File: src/rtl/mac_tx_sched.sv
// Transmit scheduler: picks a queue (TTE strict priority or round-robin), reads the
// frame length from its pointer FIFO, then streams that many bytes to the GMII side.
module mac_tx_sched #(
    parameter int NUM_Q = 2,
    parameter int LEN_W = 12,
    parameter int IFG   = 12
) (
    input  logic                clk,
    input  logic                rstn,
    input  logic                tx_enable,
    input  logic                tte_strict,
    input  logic [NUM_Q-1:0]    ptr_fifo_empty,
    output logic [NUM_Q-1:0]    ptr_fifo_rd,
    input  logic [NUM_Q*16-1:0] ptr_fifo_din,
    output logic [NUM_Q-1:0]    data_fifo_rd,
    input  logic [NUM_Q*8-1:0]  data_fifo_din,
    output logic                tx_en,
    output logic [7:0]          tx_d,
    output logic                tx_done,
    output logic [2:0]          tx_qid,
    output logic                len_err
);

    localparam int GAP_W = $clog2(IFG);

    typedef enum logic [2:0] {IDLE, PTR, PLEN, DATA, GAP} state_t;

    state_t           state, state_nx;
    logic [2:0]       sel, sel_nx, rr_ptr, rr_nx, pick;
    logic             found;
    logic [LEN_W-1:0] cnt, cnt_nx, plen;
    logic [GAP_W-1:0] gap_cnt, gap_nx;
    logic [NUM_Q-1:0] ptr_rd_nx, data_rd_nx, sel_oh, pick_oh;
    logic             tx_en_nx, tx_done_nx, len_err_nx;
    logic [7:0]       cur_byte;
    logic             unused_ptr_bits;

    // Only the length field of each pointer word matters here.
    assign unused_ptr_bits = ^ptr_fifo_din;

    always_comb begin
        int idx;
        idx   = 0;
        pick  = '0;
        found = 1'b0;
        if (tte_strict && !ptr_fifo_empty[0]) begin
            found = 1'b1;
        end else begin
            for (int i = 0; i < NUM_Q; i++) begin
                idx = int'(rr_ptr) + i;
                if (idx >= NUM_Q) idx = idx - NUM_Q;
                if (!found && !ptr_fifo_empty[idx]) begin
                    pick  = 3'(idx);
                    found = 1'b1;
                end
            end
        end
    end

    always_comb begin
        plen     = '0;
        cur_byte = '0;
        sel_oh   = '0;
        pick_oh  = '0;
        for (int q = 0; q < NUM_Q; q++) begin
            if (sel == 3'(q)) begin
                plen      = ptr_fifo_din[16*q +: LEN_W];
                cur_byte  = data_fifo_din[8*q +: 8];
                sel_oh[q] = 1'b1;
            end
            if (pick == 3'(q)) pick_oh[q] = 1'b1;
        end
    end

    always_comb begin
        state_nx   = state;
        sel_nx     = sel;
        rr_nx      = rr_ptr;
        cnt_nx     = cnt;
        gap_nx     = gap_cnt;
        ptr_rd_nx  = '0;
        data_rd_nx = '0;
        tx_en_nx   = |data_fifo_rd;
        tx_done_nx = 1'b0;
        len_err_nx = 1'b0;
        case (state)
            IDLE: begin
                if (tx_enable && found) begin
                    sel_nx    = pick;
                    rr_nx     = (int'(pick) == NUM_Q - 1) ? 3'd0 : pick + 3'd1;
                    ptr_rd_nx = pick_oh;
                    state_nx  = PTR;
                end
            end
            PTR: state_nx = PLEN;
            PLEN: begin
                if (plen == '0) begin
                    len_err_nx = 1'b1;
                    state_nx   = IDLE;
                end else begin
                    cnt_nx     = plen;
                    data_rd_nx = sel_oh;
                    state_nx   = DATA;
                end
            end
            DATA: begin
                // The strobe is registered, so the last read is issued while cnt is 1.
                if (cnt == LEN_W'(1)) begin
                    cnt_nx     = '0;
                    tx_done_nx = 1'b1;
                    gap_nx     = GAP_W'(IFG - 4);
                    state_nx   = GAP;
                end else begin
                    cnt_nx     = cnt - LEN_W'(1);
                    data_rd_nx = sel_oh;
                end
            end
            GAP: begin
                if (gap_cnt == '0) state_nx = IDLE;
                else               gap_nx   = gap_cnt - GAP_W'(1);
            end
            default: state_nx = IDLE;
        endcase
    end

    always_ff @(posedge clk) begin
        if (!rstn) begin
            state        <= IDLE;
            sel          <= '0;
            rr_ptr       <= '0;
            cnt          <= '0;
            gap_cnt      <= '0;
            ptr_fifo_rd  <= '0;
            data_fifo_rd <= '0;
            tx_en        <= 1'b0;
            tx_done      <= 1'b0;
            len_err      <= 1'b0;
        end else begin
            state        <= state_nx;
            sel          <= sel_nx;
            rr_ptr       <= rr_nx;
            cnt          <= cnt_nx;
            gap_cnt      <= gap_nx;
            ptr_fifo_rd  <= ptr_rd_nx;
            data_fifo_rd <= data_rd_nx;
            tx_en        <= tx_en_nx;
            tx_done      <= tx_done_nx;
            len_err      <= len_err_nx;
        end
    end

    // The data FIFO output is already a register; it is muxed straight onto tx_d.
    assign tx_d   = tx_en ? cur_byte : 8'h00;
    assign tx_qid = sel;

endmodule

File: config.mk
export PLATFORM = sky130hd
export DESIGN_NAME = mac_tx_sched
export DESIGN_NICKNAME = d
export VERILOG_FILES = /design/src/rtl/mac_tx_sched.sv
export SDC_FILE = /design/constraint.sdc
export NUM_CORES = 1
export LEC_CHECK = 0
export ABC_AREA = 0
export CAP_MARGIN = 30
export CORE_MARGIN = 2
export CORE_UTILIZATION = 40
export DETAILED_ROUTE_END_ITERATION = 10
export PLACE_DENSITY = 0.81
export SYNTH_ARGS = -nofsm -noshare
export SYNTH_HDL_FRONTEND = slang
export SYNTH_SLANG_ARGS = --single-unit
File: constraint.sdc
create_clock -name clk -period 4.5 [get_ports clk]
set_input_delay 1.35 -clock clk [delete_from_list [all_inputs] [get_ports clk]]
set_output_delay 1.35 -clock clk [all_outputs]
set_load 0.01 [all_outputs]
==> summary.md, run 1 <==
| Metric | Value |
|---|---|
| Fin. Hold Viols | `0` |
| Status | `finished clean` |
| Pre-antenna DRT Iters | `5` |
| Clock network power share | `roughly 30%` |
| CTS tree | `yes` |
| RSZ-0062 raised after global routing | `no` |
| Worst slew pin tran | `0.6044 ns` |
| Clock Latency Late Sink | `between 0.2 and 0.3 ns` |
| Die W | `about 78 um` |
| R2r setup slk | `between 2 and 2.5 ns` |
| Post-synth EDFFs | `0` |
| Ys async rst share | `0%` |
| Worst-case reg-to-reg path depth | `8` |
| IO buf count | `63` |
| Hold_buf cts | `0` |
| Initial Utilization | `between 40% and 50%` |
| Hold Crit Start | `gap_cnt[1]` |
| Combinational fraction of design power | `33.9%` |
| Syn_nets | `between 300 and 400` |
| Worst Path Max Fanout | `1` |
| Synth top area cells | `dfxtp_1, mux2i_1, nor2_1` |
| Setup crit start kind | `input pin` |
| Nets@finish | `393` |
| Final Max Slew Viols | `0` |
| Synth warnings | `0` |
| Num rows | `26` |
| Die H | `78.07 um` |
| Pleak | `1.053 nW` |
| Yosys reg bits | `32` |
| DRC | `0` |
| Max clock buf depth | `2` |
| Core Area | `about 0.0052 mm2` |
| Minimum clock period after layout | `just under 4 ns` |
| Final Cell Area | `0.002972 mm2` |
| Cts bufs inserted | `5` |
| Syn_area_per_cell | `7.980 um2` |
| Hpwl dp | `between 4000 and 5000 um` |
| Total number of vias | `between 2000 and 2500` |
| Synth Flop Type | `dfxtp_1` |
| Sequential Power Share | `a little over a third` |
| Synth unique cells | `56` |
| Antenna viol nets, final | `0` |
| WS Path Type | `input pin to primary output` |
| Routed WL | `5595 um` |
| Setup repair bufs after CTS | `0` |
| Die area | `between 0.006 and 0.007 mm2` |
| Pint | `approximately 0.62 mW` |
| Worst Hold Path EP | `gap_cnt[1]` |
| Clock slew at reported path FFs | `approximately 0.070 ns` |
| Fillers | `about 480` |
| Vias in the first global route | `around 2200` |
| Slew headroom | `~60%` |
| Fin crit share | `86.51%` |
| Sequential share of the synthesized area | `29.19%` |
| Overflow left after global routing | `0` |
| Leading area contributor after synthesis | `dfxtp_1` |
| Switching share of power | `~34%` |
| Placer Congestion | `0.8092` |
| Gr usage total | `~19%` |
| Largest net degree at the start of global routing | `41` |
| Max capacitance violation total | `0` |
| Final Skew | `between 0.005 and 0.006 ns` |
| First-pass GRT wire length | `roughly 9600 um` |
| WP data required | `between 3 and 4 ns` |
| Fmax | `~0.26 GHz` |
| Mapped cell area | `0.002195 mm2` |
| Post-CTS resize count | `0` |
| Setup TNS | `0 ns` |
| Layout area overhead | `35.40%` |
| Pwr dens | `around 310 mW/mm2` |
| Worst Setup End Kind | `primary output` |
| # diodes | `0` |
| Iteration-0 DRC Markers | `71` |
| HP Class | `flop to flop` |
| IO Count | `72` |
| Yosys top cell area share | `29.19%` |
| Worst Hold Depth | `2` |
| Data arrival, critical path | `~2.5 ns` |
| CTS sink count | `32` |
| Worst IR drop on VDD | `approximately 0.18 mV` |
| CTS HTree Levels | `2` |
| Placement Cell Area | `between 0.002 and 0.003 mm2` |
| Psw | `0.3145 mW` |
| Cells after Synth | `roughly 280` |
| Routed WL per cell | `between 10 and 15 um` |
| Reg2reg end | `cnt[8]` |
| Final count of negative-setup-slack endpoints | `0` |
| R2R Path Start | `tx_qid[0]` |
| Routed vias/inst | `around 5.6` |
| Layout cell share with drive strength beyond 1 | `between 7 and 8%` |
| Clock root buffer | `clkbuf_8` |
| Initial antenna violation count | `0` |
[kinds of logic after synthesis]
| group | share of synthesized area (%) |
|---|---|
| compound gates | 24.29 |
| xor+xnor | 0.7983 |
| fa+ha+maj | 2.851 |
| buf+inv | 4.959 |
| flops | 29.19 |
| mux | 10.49 |
| simple gates | 27.42 |
[worst max-delay path by stage]
| stage | slack, ns | start | to | depth (start not counted) |
|---|---|---|---|---|
| after global placement | 0.63 | data_fifo_din[2] | tx_d[2] | 4 |
| after detailed placement | 0.60 | data_fifo_din[9] | tx_d[1] | 4 |
| after global routing | 0.51 | data_fifo_din[12] | tx_d[4] | 4 |
| after CTS | 0.60 | data_fifo_din[9] | tx_d[1] | 4 |
| final | 0.61 | data_fifo_din[12] | tx_d[4] | 4 |
| after floorplan | 1.55 | tx_qid[0] | tx_d[0] | 5 |
[routing by layer]
layer / vias up / global-route usage (%) / wire length [um]
li1: 1144 / - / -
met1: 1027 / 20.90 / 2396
met2: 80 / 35.34 / 2741
met3: 16 / 5.402 / 323
met4: 0 / 7.368 / 133
met5: - / 0 / 0
[power groups by stage]
| stage | combinational (mW) | sequential, mW | clock, mW |
|---|---|---|---|
| detailed placement | 0.311 | 0.345 | 0 |
| floorplan | 0.222 | 0.336 | 0 |
| finish | 0.317 | 0.339 | 0.279 |
| CTS | 0.316 | 0.339 | 0.280 |
| global placement | 0.304 | 0.344 | 0 |
| global route | 0.355 | 0.344 | 0.297 |
[Yosys cell counts (all sizes together), types with 2 or more instances]
library cell / n
dfxtp: 32
nor2: 26
mux2i: 23
nand2: 23
o21ai: 19
a21oi: 15
nor3: 12
nand3: 11
inv: 9
clkbuf: 8
nor2b: 8
a31o: 6
buf: 6
nor4: 6
o22ai: 6
a31oi: 5
ha: 5
or4: 5
a21boi: 4
and2: 4
and3b: 3
nor3b: 3
o211a: 3
or3: 3
a2111oi: 2
a21o: 2
and3: 2
nand2b: 2
nand4: 2
o2111ai: 2
o21a: 2
o221ai: 2
o32ai: 2
o41ai: 2
or2: 2
xnor2: 2
[stage by stage]
| step | setup WS (ns) | utilization, % | std cells | hold slack [ns] | total power, mW |
|---|---|---|---|---|---|
| 2_1_floorplan | 1.550 | - | 275 | 0.4438 | 0.5578 |
| 3_3_place_gp | 0.6292 | 54.95 | 397 | 0.4572 | 0.6474 |
| 3_5_place_dp | 0.6008 | 54.95 | 397 | 0.4643 | 0.6557 |
| 4_1_cts | 0.6011 | 57.09 | 405 | 0.4777 | 0.9351 |
| 5_1_grt | 0.5083 | 57.09 | 405 | 0.5043 | 0.9958 |
| 6_report | 0.6070 | 57.09 | 405 | 0.4765 | 0.9353 |
[sequential cells by signal, summed over array words and instances, names as in the netlist]
| register | count |
|---|---|
| cnt | 12 |
| data_fifo_rd | 2 |
| gap_cnt | 4 |
| len_err | 1 |
| ptr_fifo_rd | 2 |
| rr_ptr | 3 |
| state | 3 |
| tx_done | 1 |
| tx_en | 1 |
| tx_qid | 3 |
[critical path: stages]
cell             delay, ns
clkdlybuf4s50_1       0.46
mux2i_1               0.06
nor2_1                0.11
clkdlybuf4s50_1       0.55
[cell type report]
class / instances / area [um2] / share of cell area (%)
clock buffer: 5 / 68.82 / 2.316
clock inverter: 3 / 42.54 / 1.432
inverter: 9 / 33.78 / 1.137
multi-input combinational: 220 / 1445 / 48.63
sequential: 32 / 640.6 / 21.56
tap: 70 / 87.58 / 2.947
timing repair buffer: 66 / 653.1 / 21.98
[layout by cell type (no fill, tap or decap), types with 8 or more instances in the layout]
cell             Yosys  layout
dfxtp_1             32      32
a21oi_1             15      15
nor2_1              25      25
o21ai_0             17      17
mux2i_1             23      23
nor2b_1              8       8
nand2_1             23      23
inv_1                9       9
nor3_1              12      12
clkdlybuf4s50_1      0      63
nand3_1             11      11
No activity file was read; power rests on OpenSTA's default activity.
==> run 2, diff against run 1 <==
ABC_AREA = 1   (was 0)
PLACE_DENSITY = default   (was 0.81)
PLACE_DENSITY_LB_ADDON = 0.15   (was default)
SKIP_CTS_REPAIR_TIMING = 1   (was default)
==> run 2 against run 1 <==
Global-route usage increased by 0.90 points. Count of clock-buffer cells in the layout grew 1. Worst setup slack worse by 0.077 ns. Combinational power grew to 2.9 times the previous value. Die area increased by 3.0%. Synthesized cell count up 32%. Sequential share of layout area shrank 0.15 points.
==> summary.md, run 2 <==
| Metric | Value |
|---|---|
| Minimum clock period after layout | `between 3 and 4 ns` |
| Fin crit share | `88.21%` |
| Nets@finish | `480` |
| Layout cell share with drive strength beyond 1 | `between 6 and 7%` |
| Worst Path Max Fanout | `1` |
| Routed vias/inst | `~5` |
| Largest register FFs | `12` |
| Status | `finished clean` |
| Mapped cell area | `0.002263 mm2` |
| Placer Congestion | `0.8137` |
| Ys async rst share | `0%` |
| IO buf count | `63` |
| Synth unique cells | `31` |
| Post-synth EDFFs | `0` |
| Num rows | `27` |
| Area share of fa/ha/maj cells after synthesis | `~2.8%` |
| HP Class | `flop to flop` |
| Fmax | `roughly 0.25 GHz` |
| Yosys reg bits | `32` |
| Sequential Power Share | `between 20% and 30%` |
| Total number of vias | `approximately 2500` |
| Mux cell area share after synthesis | `0%` |
| Antenna viol nets, final | `0` |
| Hold Crit Start | `gap_cnt[0]` |
| Placed insts | `a little under 500` |
| Final Skew | `between 0.002 and 0.003 ns` |
| DRC | `0` |
| Placement Cell Area | `between 0.002 and 0.003 mm2` |
| Top-count cell post-synth | `nand2_1` |
| Yosys top cell area share | `28.30%` |
| Clock root buffer | `clkbuf_8` |
| Die area | `around 0.0063 mm2` |
| Largest registers | `cnt: 12 flops, gap_cnt: 4 flops` |
| Fin. Hold Viols | `0` |
| Worst IR drop on VDD | `around 0.21 mV` |
| Combinational fraction of design power | `56.6%` |
| Tot Pwr | `approximately 1.7 mW` |
| Gr usage total | `20.16%` |
| Synth warnings | `0` |
| Final Cell Area | `roughly 0.0030 mm2` |
| Setup crit start kind | `input pin` |
| Largest net degree at the start of global routing | `35` |
| Cts bufs inserted | `5` |
| Routed WL | `about 6000 um` |
| Final count of negative-setup-slack endpoints | `0` |
| Top cells by count, synth | `nand2_1, nor2_1, inv_1` |
| Main combinational cell family by area after synthesis | `simple AND/OR/NAND/NOR gates` |
| Max capacitance violation total | `0` |
| Synth Flop Type | `dfxtp_1` |
| CTS sink count | `32` |
| Commonest non-fill, non-tap cell in the layout | `nand2_1` |
| Slew headroom | `about two fifths` |
| Syn_area_per_cell | `about 6.3 um2` |
| Layout area overhead | `32.23%` |
| Synth Area in Compound Gates | `13.38%` |
| Fin cells | `just under 500` |
| Pint | `0.8973 mW` |
| # diodes | `0` |
| Routed WL per cell | `12.13 um` |
| Hold_ws | `roughly 0.47 ns` |
| Worst Setup End Kind | `primary output` |
| Worst slew pin tran | `0.8674 ns` |
| Biggest register | `cnt` |
| R2R Path Start | `tx_qid[0]` |
| Synth top area cells | `dfxtp_1, nand2_1, nor2_1` |
| WS Path Type | `input pin to primary output` |
| First-pass GRT wire length | `~10000 um` |
| Syn_nets | `roughly 420` |
| Initial Utilization | `41.36%` |
| WP data required | `around 3.2 ns` |
| Clock Latency Late Sink | `~0.29 ns` |
| Sequential share of the synthesized area | `28.30%` |
| Clock network power share | `around 17%` |
| Setup TNS | `0 ns` |
| IO Count | `72` |
| Worst setup path startpoint | `data_fifo_din[7]` |
| CTS tree | `yes` |
| Final Max Slew Viols | `0` |
| Placement Setup Slack | `about 0.55 ns` |
| CTS HTree Levels | `2` |
| Final core utilization | `a little over half` |
| Hpwl dp | `approximately 4400 um` |
| Die W | `roughly 80 um` |
| Xor/xnor cell area share of the yosys netlist | `between 5 and 6%` |
| Most frequent cells in the layout | `nand2_1, clkdlybuf4s50_1, nor2_1` |
| Cells after Synth | `approximately 360` |
| Simple-gate area share of the yosys netlist | `a little under two fifths` |
| Clock slew at reported path FFs | `around 0.070 ns` |
| Core Area | `about 0.0055 mm2` |
| Overflow left after global routing | `0` |
| Crit path setup slack, layout | `~0.53 ns` |
| Max clock buf depth | `2` |
| Initial antenna violation count | `0` |
| Switching share of power | `45.67%` |
| Vias in the first global route | `about 2300` |
| RSZ-0062 raised after global routing | `no` |
| Data arrival, critical path | `~2.6 ns` |
| Die H | `79.23 um` |
| Pre-antenna DRT Iters | `4` |
| Psw | `between 0.7 and 0.8 mW` |
| Leading area contributor after synthesis | `dfxtp_1` |
| Iteration-0 DRC Markers | `approximately 160` |
| Pleak | `1.347 nW` |
| Pwr dens | `between 500 and 600 mW/mm2` |
==> run 2: changes by cell type after synthesis, moves of 8 or more <==
cell	change
xor2_1	+8
nor2_1	+22
nand3_1	+23
inv_1	+29
mux2i_1	-23
nor2b_1	-8
nand2_1	+68
a21oi_1	+14
==> run 2: worst paths after layout <==
| kind | end | slack [ns] | cells after the start |
|---|---|---|---|
| setup / recovery | tx_d[7] | 0.53 | 4 |
| hold / removal | gap_cnt[0] | 0.47 | 2 |
| setup reg to reg | cnt[3] | 2.19 | 10 |
| hold reg to reg | gap_cnt[0] | 0.47 | 2 |
==> run 2: kinds of logic (layout without fill, tap and decap cells) <==
group,count (synthesis),after routing
AND/OR/NAND/NOR,198,198
buffers and inverters,57,117
AO/OA/AOI/OAI,56,56
flip-flops,32,32
XOR/XNOR,14,14
adder cells (fa/ha/maj),5,5
==> run 2: layout make-up <==
cell class	instances	area (um2)
clock buffer	6	72.57
clock inverter	2	35.03
fill	559	2480
inverter	45	168.9
multi-input combinational	273	1348
sequential	32	640.6
tap	72	90.09
timing repair buffer	64	638.1
==> run 2: power groups by stage <==
stage                     Combinational [mW]  Sequential (mW)  Clock [mW]
after floorplan                        0.763            0.433           0
after global placement                 0.907            0.444           0
after detailed placement               0.924            0.445           0
after CTS                              0.931            0.439       0.283
after global routing                    1.07            0.453       0.291
final                                  0.934            0.441       0.276
==> run 2: critical path: stages <==
cell	delay [ns]
clkdlybuf4s50_1	0.45
nand2_1	0.05
a21oi_1	0.21
clkdlybuf4s50_1	0.56
==> run 2: per-layer routing <==
metal / track usage [%] / share of wire (%) / up-vias
li1: - / - / 1281
met1: 25.44 / 45 / 1104
met2: 33.73 / 46 / 83
met3: 4.091 / 7.9 / 7
met4: 7.759 / 1.1 / 0
met5: 0 / 0 / -
==> run 3, diff against run 2 <==
CORE_MARGIN = default   (was 2)
CTS_BUF_LIST = sky130_fd_sc_hd__clkbuf_4 sky130_fd_sc_hd__clkbuf_8 sky130_fd_sc_hd__clkbuf_16   (was default)
SLEW_MARGIN = 20   (was default)
==> run 3 against run 2 <==
Sequential power hardly changed. Sequential cell count stayed put. Sequential share of layout area hardly changed. Cell area rose by 0.13%. First-iteration DRC count shrank 15%. Clock power up 2%. Global-route usage increased by 0.68 points. Highest routed layer unchanged. Clock skew increased by 0.0057 ns.
==> summary.md, run 3 (synthesized netlist as in run 2, its figures left out) <==
| Metric | Value |
|---|---|
| Worst IR drop on VDD | `roughly 0.24 mV` |
| RSZ-0062 raised after global routing | `no` |
| HP Class | `flop to flop` |
| Most frequent cells in the layout | `nand2_1, clkdlybuf4s50_1, nor2_1` |
| CTS HTree Levels | `2` |
| Family with the most delay on the worst path | `buffers and inverters` |
| Die H | `about 77 um` |
| Initial antenna violation count | `0` |
| Num rows | `27` |
| Pleak | `1.350 nW` |
| Iteration-0 DRC Markers | `134` |
| CP dominant cell by count | `clkdlybuf4s50_1` |
| Final Max Slew Viols | `0` |
| Placement Cell Area | `0.002885 mm2` |
| Largest registers | `cnt: 12 flops, gap_cnt: 4 flops` |
| Clock slew at reported path FFs | `approximately 0.07 ns` |
| Placer Congestion | `between 0.7 and 0.8` |
| IO Count | `slightly above 70` |
| Fin crit share | `slightly below 90%` |
| Initial Utilization | `between 40% and 50%` |
| Final Skew | `0.008316 ns` |
| Met2 wire length | `about 2600 um` |
| Clock root buffer | `clkbuf_8` |
| CTS tree | `yes` |
| Slew headroom | `42.61%` |
| Worst-case reg-to-reg path depth | `10` |
| CTS sink count | `32` |
| WP data required | `3.15 ns` |
| Fmax | `around 0.25 GHz` |
| Routed vias/inst | `4.868` |
| Final Cell Area | `roughly 0.0030 mm2` |
| Core Area | `approximately 0.0055 mm2` |
| Biggest register | `cnt` |
| Cts bufs inserted | `5` |
| Minimum clock period after layout | `~4 ns` |
| Worst Hold Depth | `2` |
| Routed WL | `approximately 5800 um` |
| Nets@finish | `between 400 and 500` |
| Total number of vias | `around 2400` |
| Clock network power share | `roughly 17%` |
| Switching share of power | `between 40% and 50%` |
| Final count of negative-setup-slack endpoints | `0` |
| Die W | `~77 um` |
| Sequential Power Share | `between 20% and 30%` |
| Status | `finished clean` |
| Worst slew pin tran | `~0.86 ns` |
| Data arrival, critical path | `around 2.6 ns` |
| Overflow left after global routing | `0` |
| Crit path buffers/inverters | `2` |
| Antenna viol nets, final | `0` |
| WS Path Type | `input pin to primary output` |
| First-pass GRT wire length | `roughly 10000 um` |
| Layout cell share with drive strength beyond 1 | `6.398%` |
| Combinational fraction of design power | `roughly 56%` |
| Worst path cell trace | `clkdlybuf4s50_1, nand2_1, a21oi_1, clkdlybuf4s50_1` |
| Stages on worst setup path | `4` |
| Setup crit start kind | `input pin` |
| Commonest non-fill, non-tap cell in the layout | `nand2_1` |
| IO buf count | `63` |
| Layout area overhead | `32.39%` |
| Worst Path Max Fanout | `1` |
| Metal3 WL | `around 320 um` |
| Post-Route M1 WL | `2813 um` |
| Hold_ws | `roughly 0.46 ns` |
| Setup TNS | `0 ns` |
| Pre-antenna DRT Iters | `4` |
| Critical-path top delay cell | `clkdlybuf4s50_1` |
| Largest register FFs | `12` |
| R2r setup slk | `roughly 2.2 ns` |
| Routed WL per cell | `between 10 and 15 um` |
| DRC | `0` |
| Max clock buf depth | `2` |
| Fin. Hold Viols | `0` |
| Worst Setup End Kind | `primary output` |
| Psw | `approximately 0.75 mW` |
| Clock Latency Late Sink | `~0.29 ns` |
| # diodes | `0` |
| Largest net degree at the start of global routing | `35` |
| Max capacitance violation total | `0` |
| Vias in the first global route | `~2200` |
| Pwr dens | `between 500 and 600 mW/mm2` |
| Hpwl dp | `approximately 4300 um` |
| Pint | `around 0.90 mW` |
| DR top layer | `met4` |
| Gr usage total | `about a fifth` |
| Die area | `about 0.0060 mm2` |
| Slowest stage delay, CP | `approximately 0.55 ns` |
-- run 3: cell count changes in the layout (fill, tap and decap cells not counted) --
| cell | previous run | this run |
|---|---|---|
| clkbuf_1 | 1 | 0 |
| clkbuf_4 | 0 | 1 |
-- run 3: path summary, 6_finish.rpt --
kind | from | end
worst max-delay path | data_fifo_din[4] | tx_d[4]
worst min-delay path | gap_cnt[0] | gap_cnt[0]
worst max register to register | tx_qid[0] | cnt[6]
worst min register to register | gap_cnt[0] | gap_cnt[0]
-- run 3: power groups by stage --
stage                     Sequential (mW)  Clock, mW  Combinational [mW]
after global placement              0.445          0               0.906
final                               0.444      0.281               0.924
after global routing                0.458      0.300                1.06
after CTS                           0.442      0.290               0.926
after floorplan                     0.433          0               0.763
after detailed placement            0.447          0               0.917
-- run 3: cell type report --
cell class | count | area (um2)
inverter | 45 | 168.9
multi-input combinational | 273 | 1348
tap | 72 | 90.09
clock inverter | 2 | 35.03
sequential | 32 | 640.6
fill | 590 | 2476
timing repair buffer | 64 | 638.1
clock buffer | 6 | 76.32
-- run 3: layer usage --
| metal | up-vias | global-route usage, % |
|---|---|---|
| li1 | 1287 | - |
| met1 | 1054 | 25.45 |
| met2 | 57 | 35.22 |
| met3 | 7 | 5.833 |
| met4 | 0 | 6.226 |
| met5 | - | 0 |
-- run 3: per-stage QoR --
step	worst slack, ns	utilization [%]	power [mW]	instances
2_1_floorplan	1.538	-	1.196	362
3_3_place_gp	0.5647	52.72	1.351	486
3_5_place_dp	0.5592	52.72	1.364	486
4_1_cts	0.5530	54.76	1.658	494
5_1_grt	0.4596	54.76	1.821	494
6_report	0.5586	54.76	1.649	494
-- run 3: worst reg2reg max path: cells and delay by family (launching register included) --
family	cells	cell delay, ns
flops	1	0.46
compound gates	1	0.20
buf+inv	1	0.06
simple gates	8	1.44
==> variant 1: new RTL, settings of run 2 <==
The parameter `IFG` goes from 12 to 6.
--- a/src/rtl/mac_tx_sched.sv
+++ b/src/rtl/mac_tx_sched.sv
@@ -3,7 +3,7 @@
 module mac_tx_sched #(
     parameter int NUM_Q = 2,
     parameter int LEN_W = 12,
-    parameter int IFG   = 12
+    parameter int IFG   = 6
 ) (
     input  logic                clk,
     input  logic                rstn,
Function: changed (a bounded check fails within 10 cycles, from zero or initial values and one cycle with rstn low).
==> variant 1 against run 2 <==
- final area decreased by 0.50%
- core utilization grew 0.064 points
- critical path depth is the same
- register-to-register slack worse by 20 ps
- final cell count rose by 0.20%
- setup slack lost 24 ps
- count of clock-buffer cells in the layout rose by 1
- area after synthesis fell by 1.4%
- sequential share of layout area shrank 0.56 points
- wire length down 2.5%
- total power increased by 3.0%
- sequential power up 1%
- via count decreased by 2.7%
- sequential cell count fell by 1
==> variant 1: results (changes against run 2) <==
outcome - finished, final reports clean
vias in the first global route - 2295 (+1.1%)
GRT Util Overall - 0.201 (about the same)
1st-iter DRT viols - 124 (-21%)
fin nets - 482 (+0.42%)
Worst EP arrival - 2640 ps (+20 ps)
DRT Pass-1 Iters - 5 (+1)
Cells after Synth - 363 (+0.28%)
Synth Area in Adders - 0.0336 (+0.00599)
Placer Congestion - 0.793 (-2.5%)
Fin Clk Skew - 10.3 ps (+7.63 ps)
FILL cells - 565 (+1.1%)
first-pass GRT wire length - 10.2 mm (+1.0%)
top cells by count, synth - 96 x nand2_1, 47 x nor2_1, 33 x nand3_1, 31 x a21oi_1, 31 x dfxtp_1
final non-filler cell total - 495 (+0.20%)
Leak - 0.00133 uW (-0.97%)
setup slack at placement - 529 ps (-17.2 ps)
Synth Area in XOR/XNOR - 0.0314 (-0.0228)
H-Tree Depth - 2 (unchanged)
Overall Power - 1700 uW (+3.0%)
sequential share of power - 0.263 (-0.004)
post-synthesis sequential area ratio - 0.278 (-0.00500)
Inst Count DP - 487 (+0.21%)
Synth Area in Compound Gates - 0.127 (-0.00709)
Largest register FFs - 12 (unchanged)
Max-slew headroom - 0.476 (+0.0575)
layout cells sized above 1 - 0.0804 (+0.0188)
Switch Pwr - 812 uW (+7.7%)
WL per Instance - 11.8 um (-2.7%)
combinational group share of total power - 0.592 (+0.026)
via count - 2409 (-2.7%)
maximum VDD drop - 259 uV (+20%)
hpwl dp - 4.35 mm (-2.1%)
==> variant 1: cell types whose count changed in the layout (fill, tap and decap cells not counted), moves of 3 or more <==
cell,delta
nand2_1,+5
inv_2,+5
inv_1,-8
a21oi_2,-3
xor2_1,-4
nand3_2,+3
==> variant 1: path summary, 6_finish.rpt <==
kind	start	slack (ps)	to	cells after the start
worst max-delay path	data_fifo_din[11]	510	tx_d[3]	4
worst min-delay path	data_fifo_rd[0]$_SDFF_PN0_	480	tx_en$_SDFF_PN0_	2
worst max register to register	tx_qid[0]$_SDFFE_PN0P_	2170	cnt[9]$_SDFFE_PN0P_	11
worst min register to register	data_fifo_rd[0]$_SDFF_PN0_	480	tx_en$_SDFF_PN0_	2
==> variant 1: routing by layer <==
layer  up-vias  global-route usage  routed length, um
met4         0              0.0509                 75
li1       1292                   -                  -
met3         6              0.0420                271
met2        49               0.347               2780
met5         -                   0                  0
met1      1062               0.257               2710
==> variant 1: cell families after synthesis <==
logic type	count (synthesis)
buffers and inverters	54
and+or+nand+nor	209
DFF	31
AOI/OAI and AO/OA	55
xor gates and xnor gates	8
adders and majority gates	6
==> variant 1: worst min-delay path: cells and delay by family, from the launching register on <==
family,cells,cell delay (ps)
DFF,1,310
and+or+nand+nor,2,120
==> variant 1: final cells by class <==
cell class | count | area (um^2) | area share
clock buffers | 7 | 96.3 | 0.0324
multi-input cells | 278 | 1370 | 0.459
flip-flops and latches | 31 | 621 | 0.208
repair buffers | 64 | 638 | 0.214
inverters | 42 | 158 | 0.0529
clock inverters | 1 | 7.51 | 0.00252
well taps | 72 | 90.1 | 0.0303
==> variant 2: new RTL, flow settings as in run 2 <==
Without the edit above. Re-encode `state_t` (5 states) as one-hot, 5 bits wide.
--- a/src/rtl/mac_tx_sched.sv
+++ b/src/rtl/mac_tx_sched.sv
@@ -23,7 +23,7 @@
 
     localparam int GAP_W = $clog2(IFG);
 
-    typedef enum logic [2:0] {IDLE, PTR, PLEN, DATA, GAP} state_t;
+    typedef enum logic [4:0] {IDLE = 5'b00001, PTR = 5'b00010, PLEN = 5'b00100, DATA = 5'b01000, GAP = 5'b10000} state_t;
 
     state_t           state, state_nx;
     logic [2:0]       sel, sel_nx, rr_ptr, rr_nx, pick;
Check against the original RTL: same outputs for any inputs over 10 cycles, from zero or initial values and one cycle with rstn low; not proved beyond that.
==> variant 2 against run 2 <==
- setup slack better by 32 ps
- non-clock buffer count stayed put
- final cell count is 3.2% higher
- final area grew 3.6%
- total power is 24% lower
- worst hold slack got worse by 4.6 ps
- sequential cell count is 2 higher
- synthesized cell count rose by 3.3%
- clock skew rose by 4.4 ps
- area after synthesis increased by 3.1%
- wire length decreased by 1.7%
- fmax grew 0.81%
- clock power down 14%
==> variant 2: results (changes against run 2) <==
outcome - finished, final reports clean
Synth Area in XOR/XNOR - 0.0375 (-0.0166)
R2R Path End - cnt[10]$_SDFFE_PN0P_
Met3 Wirelength - 220 um (-54%)
Leak - 0.00136 uW (+0.62%)
r2r setup slk - 2160 ps (-30 ps)
Placed Area - 0.00300 mm^2 (+4.1%)
net count after synthesis - 433 (+2.9%)
first-pass GRT wire length - 10.4 mm (+3.2%)
largest net degree at the start of global routing - 24 (-31%)
maximum VDD drop - 255 uV (+19%)
met2 usage - 0.343 (+0.00605)
WL met1 - 2.78 mm (+2.5%)
worst skew pair latency - 290 ps (about the same)
WL per Instance - 11.6 um (-4.8%)
Max-slew headroom - 0.551 (+0.133)
Critical path origin - data_fifo_din[11]
ys async rst share - 0 (unchanged)
met1 usage - 0.252 (-0.00266)
fin nets - 496 (+3.3%)
layout cells sized above 1 - 0.0822 (+0.0206)
Regs by FF count - cnt (12), state (5), gap_cnt (4)
top cells by count, synth - 93 x nand2_1, 56 x nor2_1, 37 x inv_1, 34 x dfxtp_1, 31 x nand3_1
uppermost routed layer - met4
Synth Area in Adders - 0.0268 (-0.000830)
worst r2r path cells - 12 (+2)
FILL cells - 552 (-1.3%)
Placer Congestion - 0.828 (+1.8%)
hpwl dp - 4.48 mm (+0.94%)
1st-iter DRT viols - 114 (-27%)
GRT Util Overall - 0.201 (about the same)
top post-synthesis cells by area - dfxtp_1 29%, nand2_1 15%, nor2_1 9.0%
hold path depth - 2 (unchanged)
via/cell ratio - 4.82 (-3.9%)
H-Tree Depth - 2 (unchanged)
vias in the first global route - 2357 (+3.9%)
count of cell types in the netlist - 28 (-9.7%)
post-synthesis sequential area ratio - 0.292 (+0.00866)
routing usage on met3 - 0.0416 (+0.000664)
Synth Area in Compound Gates - 0.106 (-0.0276)
met2 wire length - 2.78 mm (+1.6%)
Fin Clk Skew - 7.07 ps (+4.44 ps)
Worst EP arrival - 2590 ps (-30 ps)
variant 2: cell types whose count changed after synthesis, sizes merged, moves of 3 or more:
cell | run 2 | this run
nor2 | 50 | 62
o22ai | 4 | 0
nand3b | 0 | 6
clkbuf | 3 | 0
nand2 | 94 | 98
or2 | 0 | 3
a21oi | 32 | 27
variant 2: power by group:
group	leakage, uW	internal, uW	switching, uW	total, uW
clock network	0.0000472	123	115	238
registers	0.000276	347	49.9	397
logic	0.00103	247	365	612
variant 2: worst reg2reg max path: cells and delay by family (launching register included):
| family | cells | cell delay, ps |
|---|---|---|
| flip-flops | 1 | 610 |
| buffers and inverters | 2 | 210 |
| AND/OR/NAND/NOR | 10 | 1440 |
variant 2: cell families after synthesis:
group | count (synthesis)
compound gates | 48
xor+xnor | 10
fa+ha+maj | 5
buf+inv | 54
flops | 34
simple gates | 223
variant 2: layout make-up:
cell class	instances	area [um^2]	area share
clock inverters	2	12.5	0.00404
inverters	46	173	0.0557
multi-input cells	286	1420	0.459
flip-flops and latches	34	681	0.220
clock buffers	6	82.6	0.0266
well taps	72	90.1	0.0291
repair buffers	64	638	0.206
variant 2: per-stage QoR:
stage | power [uW] | std cells | setup WS, ps | hold slack, ps | utilization
2_1_floorplan | 869 | 374 | 1540 | 440 | -
3_3_place_gp | 1000 | 502 | 578 | 451 | 0.539
3_5_place_dp | 1010 | 502 | 566 | 459 | 0.539
4_1_cts | 1250 | 510 | 555 | 470 | 0.556
5_1_grt | 1380 | 510 | 496 | 480 | 0.556
6_report | 1250 | 510 | 562 | 465 | 0.556
variant 2: worst max-delay path by stage:
stage                          to
after floorplan           tx_d[0]
after global placement    tx_d[3]
after detailed placement  tx_d[0]
after CTS                 tx_d[5]
after global routing      tx_d[5]
final                     tx_d[3]
